[src/rtl/osd_spi_master.sv]
// osd_spi_master
//   SPI initiator for the OSD command link. Takes a command from a parallel host port, sends
//   the command byte and (for WRITE) a 256-byte-per-line payload pulled from a byte stream,
//   then holds SS3 high for a guard gap before accepting the next command.
//
//   Optional feature macro: OSD_SPI_BURST_EN
//     defined     : WRITE payload is 256*(cmd_nlines_i+1) bytes (multi-line burst)
//     not defined : WRITE payload is always 256 bytes; cmd_nlines_i is ignored
//
// Parameters
//   CLK_DIV : clk_sys_i cycles per SCK half-period (>= 1)
//   GAP_CYC : clk_sys_i cycles SS3 stays high after a transfer (>= 1)
//
// Ports
//   clk_sys_i      system clock
//   reset_n_i      asynchronous active-low reset
//   cmd_valid_i    command request; accepted when cmd_valid_i & cmd_ready_o
//   cmd_ready_o    high while idle
//   cmd_type_i     0 DISABLE, 1 ENABLE, 2 WRITE, 3 reserved (sent as DISABLE)
//   cmd_line_i     start line for WRITE
//   cmd_nlines_i   extra lines for burst WRITE
//   data_i         payload byte
//   data_valid_i   payload byte available
//   data_ready_o   one-cycle pulse: data_i consumed this cycle
//   busy_o         high from the cycle after accept until the gap ends
//   done_o         one-cycle pulse in the last gap cycle
//   spi_sck_o      SPI clock, idles low; slave samples on the rising edge
//   spi_ss3_o      OSD select, active low
//   spi_do_o       serial data, MSB first, changes only while SCK is low
module osd_spi_master #(
  parameter int unsigned CLK_DIV = 4,
  parameter int unsigned GAP_CYC = 8
) (
  input  logic       clk_sys_i,
  input  logic       reset_n_i,
  input  logic       cmd_valid_i,
  output logic       cmd_ready_o,
  input  logic [1:0] cmd_type_i,
  input  logic [2:0] cmd_line_i,
  input  logic [2:0] cmd_nlines_i,
  input  logic [7:0] data_i,
  input  logic       data_valid_i,
  output logic       data_ready_o,
  output logic       busy_o,
  output logic       done_o,
  output logic       spi_sck_o,
  output logic       spi_ss3_o,
  output logic       spi_do_o
);

  localparam int unsigned CntMax = (CLK_DIV > GAP_CYC) ? CLK_DIV : GAP_CYC;
  localparam int unsigned CntW   = (CntMax > 1) ? $clog2(CntMax) : 1;
  localparam logic [CntW-1:0] DivLast = CntW'(CLK_DIV - 1);
  localparam logic [CntW-1:0] GapLast = CntW'(GAP_CYC - 1);

  typedef enum logic [2:0] {StIdle, StSetup, StShift, StStall, StHold, StGap} state_e;

  state_e          state_q, state_d;
  logic [CntW-1:0] cnt_q, cnt_d;
  logic [7:0]      shift_q, shift_d;
  logic [2:0]      bit_q, bit_d;
  logic            sck_q, sck_d;
  logic            ss3_q, ss3_d;
  logic            do_q, do_d;
  logic            last_q, last_d;   // final byte fully sent; next low phase ends the frame
  logic [11:0]     left_q, left_d;   // payload bytes still to fetch
  logic [11:0]     pay_len;
  logic [7:0]      cmd_byte;
  logic            div_end;

  always_comb begin
    case (cmd_type_i)
      2'd1:    cmd_byte = 8'h41;
      2'd2:    cmd_byte = {5'b00100, cmd_line_i};
      default: cmd_byte = 8'h40;
    endcase
  end

`ifdef OSD_SPI_BURST_EN
  assign pay_len = (cmd_type_i == 2'd2) ? {({1'b0, cmd_nlines_i} + 4'd1), 8'h00} : 12'd0;
`else
  logic unused_nlines;
  assign unused_nlines = ^cmd_nlines_i;
  assign pay_len = (cmd_type_i == 2'd2) ? 12'd256 : 12'd0;
`endif

  assign div_end = (cnt_q == DivLast);

  always_comb begin
    state_d      = state_q;
    cnt_d        = cnt_q;
    shift_d      = shift_q;
    bit_d        = bit_q;
    sck_d        = sck_q;
    last_d       = last_q;
    left_d       = left_q;
    cmd_ready_o  = 1'b0;
    data_ready_o = 1'b0;
    done_o       = 1'b0;

    unique case (state_q)
      StIdle: begin
        cmd_ready_o = 1'b1;
        sck_d       = 1'b0;
        if (cmd_valid_i) begin
          state_d = StSetup;
          cnt_d   = '0;
          shift_d = cmd_byte;
          bit_d   = 3'd7;
          left_d  = pay_len;
          last_d  = 1'b0;
        end
      end
      StSetup: begin
        cnt_d = cnt_q + 1'b1;
        if (div_end) begin
          state_d = StShift;
          sck_d   = 1'b1;
          cnt_d   = '0;
        end
      end
      StShift: begin
        cnt_d = cnt_q + 1'b1;
        if (div_end) begin
          cnt_d = '0;
          if (sck_q) begin
            // Falling edge: present the next bit, or the next byte's MSB after bit 0.
            sck_d = 1'b0;
            if (bit_q != 3'd0) begin
              shift_d = {shift_q[6:0], 1'b0};
              bit_d   = bit_q - 3'd1;
            end else if (left_q == 12'd0) begin
              last_d = 1'b1;
            end else if (data_valid_i) begin
              data_ready_o = 1'b1;
              shift_d      = data_i;
              bit_d        = 3'd7;
              left_d       = left_q - 12'd1;
            end else begin
              state_d = StStall;
            end
          end else if (last_q) begin
            state_d = StHold;
          end else begin
            sck_d = 1'b1;
          end
        end
      end
      StStall: begin
        // Re-enter through SETUP so the new MSB gets a full half-period before the rise.
        if (data_valid_i) begin
          data_ready_o = 1'b1;
          shift_d      = data_i;
          bit_d        = 3'd7;
          left_d       = left_q - 12'd1;
          state_d      = StSetup;
          cnt_d        = '0;
        end
      end
      StHold: begin
        cnt_d = cnt_q + 1'b1;
        if (div_end) begin
          state_d = StGap;
          cnt_d   = '0;
        end
      end
      StGap: begin
        cnt_d = cnt_q + 1'b1;
        if (cnt_q == GapLast) begin
          done_o  = 1'b1;
          state_d = StIdle;
          cnt_d   = '0;
        end
      end
      default: begin
        state_d = StIdle;
        cnt_d   = '0;
      end
    endcase

    // Pins are registered from next-state so they never glitch on state decode.
    ss3_d = (state_d == StIdle) || (state_d == StGap);
    do_d  = ss3_d ? 1'b0 : shift_d[7];
  end

  always_ff @(posedge clk_sys_i or negedge reset_n_i) begin
    if (!reset_n_i) begin
      state_q <= StIdle;
      cnt_q   <= '0;
      shift_q <= 8'h00;
      bit_q   <= 3'd0;
      sck_q   <= 1'b0;
      ss3_q   <= 1'b1;
      do_q    <= 1'b0;
      last_q  <= 1'b0;
      left_q  <= 12'd0;
    end else begin
      state_q <= state_d;
      cnt_q   <= cnt_d;
      shift_q <= shift_d;
      bit_q   <= bit_d;
      sck_q   <= sck_d;
      ss3_q   <= ss3_d;
      do_q    <= do_d;
      last_q  <= last_d;
      left_q  <= left_d;
    end
  end

  assign busy_o    = (state_q != StIdle);
  assign spi_sck_o = sck_q;
  assign spi_ss3_o = ss3_q;
  assign spi_do_o  = do_q;

endmodule

[config.mk]
export PLATFORM = sky130hd
export DESIGN_NAME = osd_spi_master
export DESIGN_NICKNAME = d
export VERILOG_FILES = /design/src/rtl/osd_spi_master.sv
export SDC_FILE = /design/constraint.sdc
export NUM_CORES = 1
export LEC_CHECK = 0
export CORE_MARGIN = 2
export CORE_UTILIZATION = 38
export CTS_BUF_LIST = sky130_fd_sc_hd__clkbuf_8
export CTS_CLUSTER_DIAMETER = 100
export DETAILED_ROUTE_END_ITERATION = 8
export DONT_BUFFER_PORTS = 1
export PLACE_DENSITY = 0.63
export SETUP_SLACK_MARGIN = 0.15
export SLEW_MARGIN = 5
export SYNTH_ARGS = -nofsm -noshare
export SYNTH_HDL_FRONTEND = slang
export SYNTH_SLANG_ARGS = --single-unit
[constraint.sdc]
create_clock -name clk_sys_i -period 2.34 [get_ports clk_sys_i]
set_input_delay 0.351 -clock clk_sys_i [delete_from_list [all_inputs] [get_ports clk_sys_i]]
set_output_delay 0.351 -clock clk_sys_i [all_outputs]
set_load 0.05 [all_outputs]
==> impl_results.md <==
- Crit end category: output pin
- Pwr dens: roughly 1200 nW/um2
- Least-Margin Pin Slew: 596 ps
- Post-DP HPWL: 3790 um
- Commonest non-fill, non-tap cell in the layout: dfrtp_1
- Synth Cell Area: 2190 um2
- Max Root-Sink Buffers: 2
- EDFF count, synth: 0
- Ordered cell list for the critical path: inv_1 > ha_1 > ha_2 > nand4_1 > o21ai_2 > nand2_2 > clkinvlp_4 > buf_8
- Peak VDD IR: 396 uV
- Most frequent cells in the layout: dfrtp_1 (32), buf_4 (27), nor2_1 (21)
- Clock network fraction of total power: around 14%
- CTS tree: yes
- Post-Syn Instances: 240
- Final Hold Viols: 0
- Final worst slack: 176 ps
- Number of buffers added on ports: 0
- GPL Wtd Cong: 0.806
- Post-layout min period: 2160 ps
- Synth area leaders: dfrtp_1 (37%), ha_1 (5.1%), nor2_1 (3.6%)
- Ports: 27
- Largest net degree at the start of global routing: 34
- Core area: 5540 um2
- Diode count: 0
- Die footprint: 6390 um2
- Vias: 1,896
- Syn nets: 269
- Final Cycle Share: 92.5%
- P&R area growth vs syn: 19.7%
- Total track usage: around 17%
- Clock Skew: 9.34 ps
- Root Buffer: clkbuf_8
- Initial drt markers: between 100 and 150
- Clk sinks: 33
- Netlist cell types: 58
- Combinational Power Share: 51.3%
- MaxCap Viol Count: 0
- Final setup viols: 0
- HP Class: primary input to flop
- Post-detailed-route count of antenna-violating nets: 0
- Synth Warn #: 0
- Initial Utilization: just under 40%
- Crit path DAT: 1810 ps
- Die X: 80.0 um
- Sw Pwr: 1.35 mW
- Setup TNS: 0 ps
- Timing-limited maximum frequency: approximately 460 MHz
- Max_slew headroom: 59.7%
- Die Y: 80.0 um
- Detailed-route wire length per cell: around 16 um
- Layout Nets: 293
- P_int: between 1.5 and 2 mW
- Layout cells sized above 1: between 20% and 30%
- Post-synth top area share: between 30% and 40%
- FP Rows: 27
- RSZ-0062 raised after global routing: yes
- Post-synth ARST share: 100%
- Drt drc: 0
- Synth Flop Type: dfrtp_1
- CP max FO: 3
- Net Sw Frac: 42.9%
- Status: finished clean
- Largest area contributor in the netlist: dfrtp_1
- Slew Limit Fails: 0
- Slowest CP cell: dfrtp_1
- Synth Register Bits: 33
- Critical path type: flop to output pin
- Seq/Total Area, Yosys: 37.7%
- First-pass GRT wire length: approximately 8500 um
- Synth Area per Inst: 9.13 um2
- Hold WS: 210 ps
- Worst R2R Setup Slack: ~230 ps
- Clock transition at path regs: roughly 70 ps
- Pre-Repair DR Iteration Count: 4
- Sequential share of power: 34.9%
- CTS Buf Count: 5
- Via-to-Cell Ratio: 5.63
- Routed Wire Length: 5380 um
- DP Worst Slack: 116 ps
- Number of global-route vias before repair: 1,829
- P_leak: approximately 1.1 nW
- Initial antenna violation count: 0
- Type of origin of the critical path: flop
- Final core occ: 47.4%
- Slowest stage delay, CP: around 360 ps
- Crit path required time: 1990 ps
- Overflow after GRT: 0
- Clk_lat worst skew: 280 ps
- H-Tree Depth: 2
-- final cells by class --
type	instances	area, um2
sequential	33	827
clock inverter	2	7.51
timing repair buffer	30	248
inverter	19	75.1
fill	543	2920
multi-input combinational	175	1290
clock buffer	6	82.6
tap	72	90.1
-- registers in the layout, summed over array words and instances, names as in the netlist --
register / cells
left_q: 12
shift_q: 8
bit_q: 3
cnt_q: 3
state_q: 3
last_q: 1
spi_do_o: 1
spi_sck_o: 1
spi_ss3_o: 1
-- logic make-up (layout without fill, tap and decap cells) --
logic type	count (synthesis)	after routing	synth area share (%)
AO/OA/AOI/OAI	69	69	23.7
buffers and inverters	32	57	6.22
adder cells (fa/ha/maj)	9	9	5.14
XOR/XNOR	6	6	2.40
flip-flops	33	33	37.7
AND/OR/NAND/NOR	82	82	20.4
multiplexers	9	9	4.34
-- Yosys cell counts (3+ instances only) --
master / count
a21oi_1: 11
a221o_1: 5
a31oi_1: 3
a32oi_1: 3
and3_1: 3
buf_2: 4
clkbuf_1: 6
dfrtp_1: 32
ha_1: 9
inv_1: 19
mux2_2: 4
mux2i_1: 5
nand2_1: 17
nand2b_1: 5
nand3_1: 5
nand3b_1: 3
nor2_1: 21
nor2b_1: 7
nor3_1: 7
o2111ai_1: 3
o211ai_1: 7
o21ai_0: 9
o22a_1: 3
o31ai_1: 4
xor2_1: 5
-- through the flow --
stage	power [mW]	area [um2]	instances
after floorplan	2.14	2220	240
after detailed placement	2.55	2400	320
after global placement	2.52	2400	320
final	3.14	2620	337
after CTS	3.12	2610	336
after global routing	3.38	2620	337
-- worst max-delay path: cells and delay by family (launching register included) --
| family | cells | cell delay, ps |
|---|---|---|
| buffers and inverters | 3 | 320 |
| AOI/OAI and AO/OA | 1 | 220 |
| adders and majority gates | 2 | 360 |
| DFF | 1 | 360 |
| and+or+nand+nor | 2 | 260 |
-- metal layers --
metal  share of wire (%)  track usage [%]  vias to the layer above
li1                    -                -                      930
met1                  44             20.6                      893
met2                  48             28.9                       60
met3                 5.7             4.98                       13
met4                 2.6             5.93                        0
met5                   0                0                        -
-- power by group through the flow --
| stage | Combinational (mW) | Sequential, mW | Clock, mW |
|---|---|---|---|
| 6_report | 1.61 | 1.10 | 0.435 |
| 5_1_grt | 1.77 | 1.13 | 0.471 |
| 4_1_cts | 1.58 | 1.09 | 0.449 |
| 3_5_place_dp | 1.45 | 1.10 | 0 |
| 3_3_place_gp | 1.42 | 1.10 | 0 |
| 2_1_floorplan | 1.10 | 1.04 | 0 |
-- final timing paths --
| check | startpoint | endpoint | cells after the start |
|---|---|---|---|
| hold reg to reg | shift_q[0] | shift_q[0] | 1 |
| setup reg to reg | cnt_q[0] | shift_q[2] | 7 |
| hold / removal | data_i[3] | shift_q[3] | 1 |
| max in group asynchronous | reset_n_i | spi_ss3_o | 2 |
| setup / recovery | bit_q[0] | data_ready_o | 8 |
| min in group asynchronous | reset_n_i | shift_q[2] | 2 |
-- timing repair --
item / 4_1_cts / 5_1_grt
cloned: 0 / 0
hold endpoints to repair: 33 / 0
buffers inserted: 6 / 1
endpoints found under the setup margin: 3 / 3
resized for setup: 9 / 4
pin swaps: 5 / 2
hold buffers: 2 / 0
Power figures use the tool's default switching activity.
